**config.mk**
```make
export PLATFORM = sky130hd
export DESIGN_NAME = io_port_responder
export DESIGN_NICKNAME = d
export VERILOG_FILES = /design/src/rtl/io_port_responder.sv
export SDC_FILE = /design/constraint.sdc
export NUM_CORES = 1
export LEC_CHECK = 0
export ABC_AREA = 1
export BUFFER_PORTS_ARGS = -buffer_cell sky130_fd_sc_hd__buf_2
export CAP_MARGIN = 20
export CORE_ASPECT_RATIO = 0.9
export CORE_MARGIN = 2
export CORE_UTILIZATION = 32
export DETAILED_ROUTE_END_ITERATION = 6
export PLACE_DENSITY = 0.64
export SLEW_MARGIN = 30
export SYNTH_ARGS = -nofsm -noshare
export SYNTH_HDL_FRONTEND = slang
export SYNTH_SLANG_ARGS = --single-unit
```
**constraint.sdc**
```tcl
create_clock -name clk -period 1.2 [get_ports clk]
set_input_delay 0.06 -clock clk [delete_from_list [all_inputs] [get_ports clk]]
set_output_delay 0.06 -clock clk [all_outputs]
set_load 0.005 [all_outputs]
```
**src/rtl/io_port_responder.sv**
```systemverilog
// ---------------------------------------------------------------------------
// io_port_responder
//   Memory-mapped I/O responder for the core's load/store bus. It decodes a
//   32-byte window at BASE_ADDR, owns the PortOut register and samples the
//   asynchronous PortIn through a synchronizer with change detection.
//   With IO_PORT_TIMER_EN defined, a periodic down-counting timer is added.
//
//   Register map (word offset = Address[4:2], Address[1:0] ignored):
//     0x00 PORT_OUT    RW   drives PortOut
//     0x04 PORT_IN     RO   zero-extended synchronized PortIn
//     0x08 STATUS      RW1C bit0 CHG, bit1 TEXP
//     0x0C TIMER_LOAD  RW   (IO_PORT_TIMER_EN only, else reads 0)
//     0x10 TIMER_COUNT RO   (IO_PORT_TIMER_EN only, else reads 0)
//     0x14-0x1C        reads 0, writes ignored
//
//   Ports:
//     clk       system clock, rising edge
//     reset     asynchronous, active-low reset
//     Address   byte address from the core
//     WriteData store data
//     MemWrite  store strobe
//     MemRead   load strobe
//     ReadData  load data, 0 unless MemRead && Hit (combinational)
//     Hit       Address falls inside the window (combinational)
//     PortIn    asynchronous external input
//     PortOut   PORT_OUT register
//     Irq       registered level of CHG | TEXP
// ---------------------------------------------------------------------------
module io_port_responder #(
   parameter logic [31:0] BASE_ADDR   = 32'h1001_0100,
   parameter int          IN_WIDTH    = 8,
   parameter int          SYNC_STAGES = 2
) (
   input  logic                clk,
   input  logic                reset,
   input  logic [31:0]         Address,
   input  logic [31:0]         WriteData,
   input  logic                MemWrite,
   input  logic                MemRead,
   output logic [31:0]         ReadData,
   output logic                Hit,
   input  logic [IN_WIDTH-1:0] PortIn,
   output logic [31:0]         PortOut,
   output logic                Irq
);

   // Warm-up spans SYNC_STAGES+1 edges: the chain must fill and prev must
   // catch up once before a sync/prev difference means a real input change.
   localparam int WARM_MAX = SYNC_STAGES + 1;
   localparam int WARM_W   = $clog2(WARM_MAX + 1);

   logic [2:0]  offset;
   logic        wr_en;
   logic        clr_chg;
   logic        chg_set;
   logic        warm_done;
   logic        texp_flag;
   logic        unused_addr;

   logic [31:0]                         port_out_q, port_out_d;
   logic [SYNC_STAGES-1:0][IN_WIDTH-1:0] sync_q;
   logic [IN_WIDTH-1:0]                 sync_val;
   logic [IN_WIDTH-1:0]                 prev_q;
   logic [WARM_W-1:0]                   warm_q, warm_d;
   logic                                chg_q, chg_d;
   logic                                irq_q;
   logic [31:0]                         port_in_word;

   assign unused_addr = ^Address[1:0];

   assign Hit     = (Address[31:5] == BASE_ADDR[31:5]);
   assign offset  = Address[4:2];
   assign wr_en   = MemWrite && Hit;
   assign clr_chg = wr_en && (offset == 3'd2) && WriteData[0];

   assign sync_val  = sync_q[SYNC_STAGES-1];
   assign warm_done = (warm_q == WARM_W'(WARM_MAX));
   assign chg_set   = warm_done && (sync_val != prev_q);

   always_comb begin
      port_out_d = port_out_q;
      if (wr_en && (offset == 3'd0)) begin
         port_out_d = WriteData;
      end
      warm_d = warm_done ? warm_q : warm_q + 1'b1;
      // A new change outranks a simultaneous W1C so no event is lost.
      chg_d  = chg_set | (chg_q & ~clr_chg);
   end

   always_ff @(posedge clk or negedge reset) begin
      if (!reset) begin
         port_out_q <= '0;
         sync_q     <= '0;
         prev_q     <= '0;
         warm_q     <= '0;
         chg_q      <= 1'b0;
         irq_q      <= 1'b0;
      end else begin
         port_out_q <= port_out_d;
         sync_q     <= {sync_q[SYNC_STAGES-2:0], PortIn};
         prev_q     <= sync_val;
         warm_q     <= warm_d;
         chg_q      <= chg_d;
         irq_q      <= chg_q | texp_flag;
      end
   end

`ifdef IO_PORT_TIMER_EN
   logic [31:0] load_q, load_d;
   logic [31:0] count_q, count_d;
   logic        texp_q, texp_d;
   logic        texp_set;
   logic        clr_texp;

   assign clr_texp  = wr_en && (offset == 3'd2) && WriteData[1];
   assign texp_flag = texp_q;

   always_comb begin
      load_d   = load_q;
      count_d  = count_q;
      texp_set = 1'b0;
      // A TIMER_LOAD write restarts the period and overrides any expiry.
      if (wr_en && (offset == 3'd3)) begin
         load_d  = WriteData;
         count_d = WriteData;
      end else if (count_q != 32'd0) begin
         if (count_q == 32'd1) begin
            texp_set = 1'b1;
            count_d  = load_q;
         end else begin
            count_d = count_q - 32'd1;
         end
      end
      texp_d = texp_set | (texp_q & ~clr_texp);
   end

   always_ff @(posedge clk or negedge reset) begin
      if (!reset) begin
         load_q  <= '0;
         count_q <= '0;
         texp_q  <= 1'b0;
      end else begin
         load_q  <= load_d;
         count_q <= count_d;
         texp_q  <= texp_d;
      end
   end
`else
   assign texp_flag = 1'b0;
`endif

   always_comb begin
      port_in_word                 = '0;
      port_in_word[IN_WIDTH-1:0]   = sync_val;
   end

   // Reads come straight from current state, so a combined read+write
   // returns the value held before the write edge.
   always_comb begin
      ReadData = '0;
      if (MemRead && Hit) begin
         case (offset)
            3'd0:    ReadData = port_out_q;
            3'd1:    ReadData = port_in_word;
            3'd2:    ReadData = {30'd0, texp_flag, chg_q};
`ifdef IO_PORT_TIMER_EN
            3'd3:    ReadData = load_q;
            3'd4:    ReadData = count_q;
`endif
            default: ReadData = '0;
         endcase
      end
   end

   assign PortOut = port_out_q;
   assign Irq     = irq_q;

endmodule

```
==> results of run 1 <==
[layout make-up]
type | instances | area (um2)
clock buffers | 9 | 124
clock inverters | 7 | 81.3
fillers | 755 | 3830
inverters | 22 | 85.1
multi-input cells | 233 | 1220
flip-flops and latches | 60 | 1500
well taps | 119 | 149
repair buffers | 206 | 1460
[per-stage QoR]
stage	total power (uW)	worst slack, ns	TNS (ns)	hold slack (ns)
after floorplan	2230	0.157	0	-0.236
final	4450	-0.0437	-0.255	0.00956
after global placement	2440	-0.122	-3.30	0.0887
after CTS	4450	-0.0325	-0.346	0.000612
after detailed placement	2450	-0.177	-5.87	0.0933
after global routing	4660	-0.114	-2.62	0.00952
[synthesized netlist by cell type (2+ instances only)]
master | number | area, um2
nand2_1 | 121 | 454
dfrtp_1 | 60 | 1500
nor2_1 | 48 | 180
nand4_1 | 32 | 200
inv_1 | 21 | 78.8
buf_2 | 12 | 60.1
nand3_1 | 12 | 60.1
xnor2_1 | 7 | 61.3
buf_4 | 4 | 30.0
clkbuf_1 | 3 | 11.3
a21oi_1 | 2 | 10.0
o21ai_0 | 2 | 10.0
or2_2 | 2 | 12.5
[registers in the layout (all words and copies together) (netlist names)]
register and count:
warm_q 2, PortOut 32, prev_q 8, sync_val 8, sync_q 8, Irq 1
chg_q 1
[cell families after synthesis]
kind of cell | count (synthesis) | synth area share (%)
mux | 1 | 0.411
compound gates | 4 | 0.730
fa+ha+maj | 1 | 0.456
buf+inv | 42 | 6.85
xor+xnor | 7 | 2.24
flops | 60 | 54.8
simple gates | 220 | 34.6
[critical path, cell delays in order]
cell,delay [ns]
buf_2,0.08
inv_2,0.04
nor2_4,0.09
nand2_1,0.06
nor2_1,0.09
nand2_1,0.09
nor2_4,0.17
nand2_4,0.11
clkbuf_16,0.19
nor2_4,0.09
buf_2,0.11
[final timing paths]
check	end	slack (ns)	cells after the start
max	ReadData[10]	-0.04	11
min	PortOut[1]$_DFFE_PN0P_	0.01	3
max reg2reg	chg_q$_DFF_PN0_	0.06	7
min reg2reg	sync_val[5]$_DFF_PN0_	0.35	0
max in group asynchronous	PortOut[0]$_DFFE_PN0P_	0.68	3
min in group asynchronous	sync_val[4]$_DFF_PN0_	0.25	3
[metal layers]
metal	GRT usage, %	up-vias	part of all wire, %
met4	6.42	0	1.0
li1	-	1457	-
met1	22.6	1418	44
met5	0	-	0
met2	30.4	112	50
met3	4.50	9	5.7
[where the power goes]
part | internal (uW) | leakage [uW] | switching [uW]
Clock | 987 | 0.000101 | 888
Combinational | 277 | 0.00155 | 218
Sequential | 2060 | 0.000762 | 21.0
Total | 3330 | 0.00242 | 1130
[timing repair]
action,CTS,global route
cloned,0,3
hold buffers,39,0
setup buffers,7,4
gates resized for setup,19,55
hold endpoints to repair,98,0
setup endpoints to repair,32,34
pin swaps,16,19
==> reports/qor.csv, run 1 <==
metric,value,unit
drc_errors,0,
setup_viol,18,
area_growth,68.6,%
critPathArrivalTime,1.18,ns
hp-class,input pin to flip-flop,
hp-start,WriteData[1],
gp_congestion,0.786,
clk_pin_slew,0.07,ns
skew,0.0105,ns
period_minus_slack,1.24,ns
postLayoutCoreUtil,54.7,%
root_buffer,clkbuf_8,
synth_warnings,0,
die_width,102,um
htreeDepth,3,
first_pass_iters,4,
die_y,91.8,um
startpoint,Address[8],
drtIter0Drc,105,
max_slew.worst_pin.slew,0.318,ns
synth_nets,412,
via_per_inst,4.57,
synth_ff_type,dfrtp_1,
grt_pass1_wl,13.3,mm
antenna_found_initial,0,
syn_avg_cell_area,8.18,um2
rsz0062_at_grt,yes,
dieArea,9320,um2
grt_max_degree,61,
worstReg2RegStart,sync_val[0]$_DFF_PN0_,
grt_pass1_vias,2840,
endpoint_kind,output port,
fmax,0.804,GHz
detail-route-antenna-nets,0,
slew_headroom,78.8,%
leakage,0.00242,uW
worst_slack,-0.0437,ns
worst-path-max-fanout,6,
core,8450,um2
pwr_density_cell,964,nW/um2
start_util,32.4,%
fin_cells,656,
status,"complete, but fails checks",
drive_gt1_share,43.9,%
drt-total-wl,8.90,mm
finalCritPeriodShare,104,%
ir_drop,723,uV
synth.distinct_cells,22,
hold_violations,0,
grt.total_usage,18.2,%
drv_slew,0,
final_common_cell,buf_2,
rows,32,
hpwl,5.54,mm
wl_per_cell,13.6,um
ys_async_sr_fraction,100,%
crit_type,input pin to output port,
ys_ff_latch,60,
antenna_cells,0,
synth.yosys.seq_area_share,54.8,%
synth_edf_count,0,
placedCellCount,588,
drv_cap,0,
boundaryPins,142,
tritoncts,done,
final_cell_mix,"buf_2, nand2_1, dfrtp_1, dlygate4sd3_1, nand4_1",
clock_path_buffers,2,
grt.overflow.total,0,
startpoint_type,input pin,
design_area,4620,um2
synthCells,335,
via_count,2996,
placed_area,3640,um2
cts_buffers,9,
violations,negative setup slack,
nets,609,
io_buffers,139,
clk_latency,0.34,ns
required,1.14,ns
syn_area,2740,um2
cts_sinks,60,
Note: power is estimated with default switching activity, not from simulation.
==> inputs of run 2 (changes only) <==
--- a/config.mk
+++ b/config.mk
@@ -13,6 +13,7 @@
 export CORE_UTILIZATION = 32
 export DETAILED_ROUTE_END_ITERATION = 6
 export PLACE_DENSITY = 0.64
+export REMOVE_ABC_BUFFERS = 1
 export SLEW_MARGIN = 30
 export SYNTH_ARGS = -nofsm -noshare
 export SYNTH_HDL_FRONTEND = slang
==> constraint.sdc (replaced) <==
create_clock -name clk -period 1.6 [get_ports clk]
set_input_delay 0.08 -clock clk [delete_from_list [all_inputs] [get_ports clk]]
set_output_delay 0.08 -clock clk [all_outputs]
set_load 0.005 [all_outputs]
==> run 2 against run 1 <==
- the flow now finishes without violations
- power is 32% lower
- clock power down 37%
- clock skew is 0.0054 ns lower
- via count fell by 8.0%
- first-iteration DRC count fell by 28%
- final cell count shrank 5.3%
- sequential power is 25% lower
- non-clock buffer count is 34 lower
- sequential cell count did not move
- largest cell class unchanged
- highest routed layer unchanged
==> reports/qor.csv, run 2 (synthesis gave the netlist of run 1 again) <==
metric,value,unit,change
status,finished clean,,
first_pass_iters,6,,+2
power,3010,uW,-32%
drv_slew,0,,unchanged
worst-path-max-fanout,9,,+3
hpwl,5.13,mm,-7.4%
path_cells,buf_2 > nor2_1 > nand2_1 > nor2_1 > nand2_1 > nor2_4 > buf_12 > nand3_2 > nor2_1 > buf_2,,
area_growth,46.3,%,
finalCritPeriodShare,83.7,%,
gp_congestion,0.722,,-8.1%
io_buffers,139,,unchanged
placedCellCount,582,,-1.0%
rsz0062_at_grt,no,,
die_y,91.8,um,unchanged
nets,575,,-5.6%
slew_headroom,68.7,%,-10 points
grt.overflow.total,0,,unchanged
root_buffer,clkbuf_8,,
crit_type,input pin to output port,,
via_per_inst,4.44,,-2.8%
clk_pin_slew,0.06,ns,about the same
clock_path_buffers,2,,unchanged
startpoint_type,input pin,,
final_cell_mix,"buf_2, nand2_1, dfrtp_1, nor2_1, nand4_1",,
slowest_stage,nand3_2,,
fmax,0.746,GHz,
cts_sinks,60,,unchanged
skew,0.00511,ns,-0.00542 ns
drtIter0Drc,76,,-28%
grt_pass1_wl,12.0,mm,-10%
pwr_density_cell,750,nW/um2,-22%
crit_family,simple AND/OR/NAND/NOR gates,,
period_minus_slack,1.34,ns,
critPathArrivalTime,1.26,ns,+0.08 ns
final_common_cell,buf_2,,
hp-class,input pin to flip-flop,,
tritoncts,done,,
htreeDepth,3,,unchanged
fin_cells,621,,-5.3%
via_count,2757,,-8.0%
start_util,32.4,%,unchanged
drive_gt1_share,34.5,%,-9.5 points
setup_viol,0,,-18
drc_errors,0,,unchanged
leakage,0.00221,uW,-8.6%
drv_cap,0,,unchanged
place_worst_setup_slack,-0.0128,ns,+0.164 ns
dieArea,9320,um2,unchanged
grt_max_degree,61,,unchanged
die_width,102,um,unchanged
antenna_found_initial,0,,unchanged
detail-route-antenna-nets,0,,unchanged
largest_reg_flops,32,,unchanged
grt_pass1_vias,2600,,-8.5%
crit_path_max_incr_delay,0.17,ns,-0.02 ns
wl_per_cell,11.8,um,-13%
timing.critical_path.buf_inv,3,,-1
core,8450,um2,unchanged
antenna_cells,0,,unchanged
grt.total_usage,16.3,%,-1.9 points
required,1.52,ns,+0.38 ns
boundaryPins,142,,unchanged
rows,32,,unchanged
drt-total-wl,7.36,mm,-17%
endpoint_kind,output port,,
critPathMostFrequentCell,nor2_1,,
max_slew.worst_pin.slew,0.468,ns,+0.150 ns
clk_latency,0.32,ns,-0.02 ns
worst_slack,0.260,ns,+0.304 ns
hold_violations,0,,unchanged
cts_buffers,9,,unchanged
ir_drop,336,uV,-54%
==> run 2: final timing paths <==
kind                                  startpoint  slack (ns)                 endpoint  cells after the start
max                                  Address[12]        0.26              ReadData[0]                     10
min                                 WriteData[5]        0.01   PortOut[5]$_DFFE_PN0P_                      3
max reg2reg                warm_q[0]$_DFFE_PN0N_        0.55    warm_q[1]$_DFFE_PN0N_                      2
min reg2reg                  sync_q[1]$_DFF_PN0_        0.35    sync_val[1]$_DFF_PN0_                      0
max in group asynchronous                  reset        1.05  PortOut[24]$_DFFE_PN0P_                      3
min in group asynchronous                  reset        0.29      sync_q[7]$_DFF_PN0_                      3
==> run 2: power by group <==
part | internal [uW] | switching (uW)
sequential | 1550 | 15.5
combinational | 138 | 131
clock | 634 | 541
==> run 2: area by class of cell <==
class | instances | area, um2
Multi-Input combinational cell | 233 | 1060
Fill cell | 825 | 4440
Inverter | 22 | 82.6
Timing Repair Buffer | 172 | 1050
Clock buffer | 13 | 159
Sequential cell | 60 | 1500
Clock inverter | 2 | 10.0
Tap cell | 119 | 149
==> run 2: what timing repair did <==
item / CTS / global route
buffers inserted: 0 / 3
setup endpoints to repair: 1 / 26
hold endpoints to repair: 80 / 0
pin swaps: 0 / 1
hold buffers: 21 / 0
gates resized for setup: 1 / 1
==> run 2: metal layers <==
layer	up-vias	global-route usage [%]	routed length (um)
met1	1264	20.1	3260
met3	9	3.51	418
met5	-	0	0
li1	1380	-	-
met4	0	5.74	97
met2	104	27.9	3580
==> run 2: stage by stage <==
stage	instance area [um2]	util [%]	TNS [ns]	hold WS [ns]
5_1_grt	4010	47.5	0	0.00695
3_5_place_dp	3590	42.4	-0.0128	0.115
3_3_place_gp	3590	42.4	0	0.109
6_report	4010	47.5	0	0.0136
2_1_floorplan	2640	-	-2.05	-0.216
4_1_cts	3970	47.0	0	0.0000350
==> run 2: worst min-delay path, stage by stage <==
cell and delay, ns:
buf_2 0.07, nand4_1 0.08, nand2_1 0.07
==> inputs of run 3 (changes only) <==
--- a/config.mk
+++ b/config.mk
@@ -12,7 +12,7 @@
 export CORE_MARGIN = 2
 export CORE_UTILIZATION = 32
 export DETAILED_ROUTE_END_ITERATION = 6
-export PLACE_DENSITY = 0.64
+export PLACE_DENSITY = 0.66
 export REMOVE_ABC_BUFFERS = 1
 export SLEW_MARGIN = 30
 export SYNTH_ARGS = -nofsm -noshare
==> constraint.sdc (replaced) <==
create_clock -name clk -period 1.2 [get_ports clk]
set_input_delay 0.06 -clock clk [delete_from_list [all_inputs] [get_ports clk]]
set_output_delay 0.06 -clock clk [all_outputs]
set_load 0.005 [all_outputs]
==> run 3 against run 2 <==
- the flow now finishes with violations (negative setup slack)
- critical path depth unchanged
- via count up 8.6%
- die area unchanged
- clock skew down 0.00061 ns
- global-route usage up 1.1 points
- cell area up 19%
- combinational power up 89%
- register-to-register slack worse by 0.48 ns
- non-clock buffer count up 41
- critical path type unchanged
- largest cell class is now buffers
==> reports/qor.csv, run 3 (synthesis gave the netlist of run 1 again) <==
metric,value,unit,change
crit_family,simple AND/OR/NAND/NOR gates,,
skew,0.00450,ns,-0.000614 ns
fill_cells,744,,-9.8%
max_slew.worst_pin.slew,0.319,ns,-0.149 ns
htreeDepth,3,,unchanged
slew_headroom,78.8,%,+10 points
grt_pass1_vias,2771,,+6.6%
period_minus_slack,1.26,ns,
cts_sinks,60,,unchanged
die_width,102,um,unchanged
ir_drop,491,uV,+46%
violations,negative setup slack,,
crit_end,ReadData[28],,
final_common_cell,buf_2,,
drv_cap,0,,unchanged
hold_violations,0,,unchanged
required,1.14,ns,-0.38 ns
clock_path_buffers,2,,unchanged
crit_path_max_incr_delay,0.21,ns,+0.04 ns
wl_per_cell,13.3,um,+12%
path_cells,buf_2 > inv_2 > nand2_1 > nor2_1 > nand3_2 > nor2_4 > nand2_4 > buf_12 > nor2_2 > buf_2,,
drt-total-wl,8.80,mm,+20%
slowest_stage,nor2_4,,
fmax,0.793,GHz,
endpoint_kind,output port,,
r2r_slack,0.07,ns,-0.48 ns
multiInputGateArea,1230,um2,+16%
critPathMostFrequentCell,buf_2,,
finalCritPeriodShare,105,%,
worst_slack,-0.0608,ns,-0.321 ns
tritoncts,done,,
area_growth,74.0,%,
critPathArrivalTime,1.20,ns,-0.06 ns
rsz0062_at_grt,yes,,
core,8450,um2,unchanged
antenna_found_initial,0,,unchanged
worstReg2RegStart,sync_val[7]$_DFF_PN0_,,
pwr_density_cell,962,nW/um2,+28%
status,"complete, but fails checks",,
largest_reg_flops,32,,unchanged
crit_type,input pin to output port,,
die_y,91.8,um,unchanged
grt_pass1_wl,12.6,mm,+5.5%
r2r-end,chg_q$_DFF_PN0_,,
clk_latency,0.33,ns,about the same
start_util,32.4,%,unchanged
antenna_cells,0,,unchanged
boundaryPins,142,,unchanged
leakage,0.00249,uW,+13%
hp-class,input pin to flip-flop,,
drive_gt1_share,45.4,%,+11 points
fin_cells,663,,+6.8%
placed_area,3680,um2,+2.7%
grt.total_usage,17.4,%,+1.1 points
root_buffer,clkbuf_8,,
grt_max_degree,61,,unchanged
drv_slew,0,,unchanged
final_cell_mix,"buf_2, nand2_1, dfrtp_1, dlygate4sd3_1, nand4_1",,
startpoint_type,input pin,,
io_buffers,139,,unchanged
drtIter0Drc,162,,+110%
grt.overflow.total,0,,unchanged
hpwl,5.39,mm,+5.0%
via_count,2995,,+8.6%
startpoint,Address[21],,
clk_pin_slew,0.07,ns,about the same
rows,32,,unchanged
cts_buffers,9,,unchanged
via_per_inst,4.52,,+1.8%
worstSetupPathDepth,10,,unchanged
detail-route-antenna-nets,0,,unchanged
dieArea,9320,um2,unchanged
timing.critical_path.buf_inv,4,,+1
design_area,4770,um2,+19%
regArea,1500,um2,unchanged
setup_viol,58,,+58
gp_congestion,0.754,,+4.4%
worst-path-max-fanout,12,,+3
first_pass_iters,4,,-2
placedCellCount,588,,+1.0%
rr_worst_depth,7,,+5
drc_errors,0,,unchanged
nets,616,,+7.1%
power,4590,uW,+53%
run 3: per-stage QoR:
stage | utilization [%] | setup slack, ns | hold WS [ns] | TNS, ns
after floorplan | - | -0.444 | -0.236 | -20.64
after global placement | 43.6 | -0.0756 | 0.0860 | -3.23
after detailed placement | 43.6 | -0.115 | 0.0969 | -4.67
after CTS | 52.7 | -0.0444 | 0.0512 | -0.246
after global routing | 56.5 | -0.170 | 0.0785 | -8.80
final | 56.5 | -0.0608 | 0.0759 | -1.78
run 3: layout make-up:
| class | count | share of cell area [%] |
|---|---|---|
| Clock buffer | 12 | 3.04 |
| Multi-Input combinational cell | 233 | 25.9 |
| Inverter | 22 | 1.73 |
| Timing Repair Buffer | 213 | 33.3 |
| Clock inverter | 4 | 1.52 |
| Tap cell | 119 | 3.12 |
| Sequential cell | 60 | 31.5 |
run 3: what timing repair did:
action | 4_1_cts | 5_1_grt
setup buffers | 11 | 3
pin swaps | 5 | 13
endpoints found under the hold margin | 100 | 0
gates cloned | 0 | 5
hold buffers | 41 | 0
resized for setup | 16 | 66
endpoints found under the setup margin | 33 | 66
run 3: tightest hold or removal path, delay by kind of cell:
family / cells / cell delay [ns]
buf+inv: 1 / 0.17
simple gates: 2 / 0.15
run 3: worst min-delay path by stage:
stage	start	to	slack, ns	depth (start not counted)
2_1_floorplan	reset	Irq$_DFF_PN0_	-0.24	0
3_3_place_gp	reset	sync_q[6]$_DFF_PN0_	0.09	2
3_5_place_dp	reset	sync_q[6]$_DFF_PN0_	0.1	2
4_1_cts	MemWrite	PortOut[0]$_DFFE_PN0P_	0.05	3
5_1_grt	MemWrite	PortOut[0]$_DFFE_PN0P_	0.08	3
6_report	MemWrite	PortOut[0]$_DFFE_PN0P_	0.08	3
run 3: routing by layer:
layer / global-route usage [%] / up-vias / wire length (um)
met5: 0 / - / 0
met4: 7.77 / 0 / 193
met3: 3.28 / 16 / 496
met2: 28.6 / 114 / 4310
met1: 22.0 / 1397 / 3800
li1: - / 1468 / -
run 3: power by group:
part	internal [uW]	total (uW)	switching, uW
clock	1220	2000	773
combinational	289	509	220
sequential	2060	2080	19.5
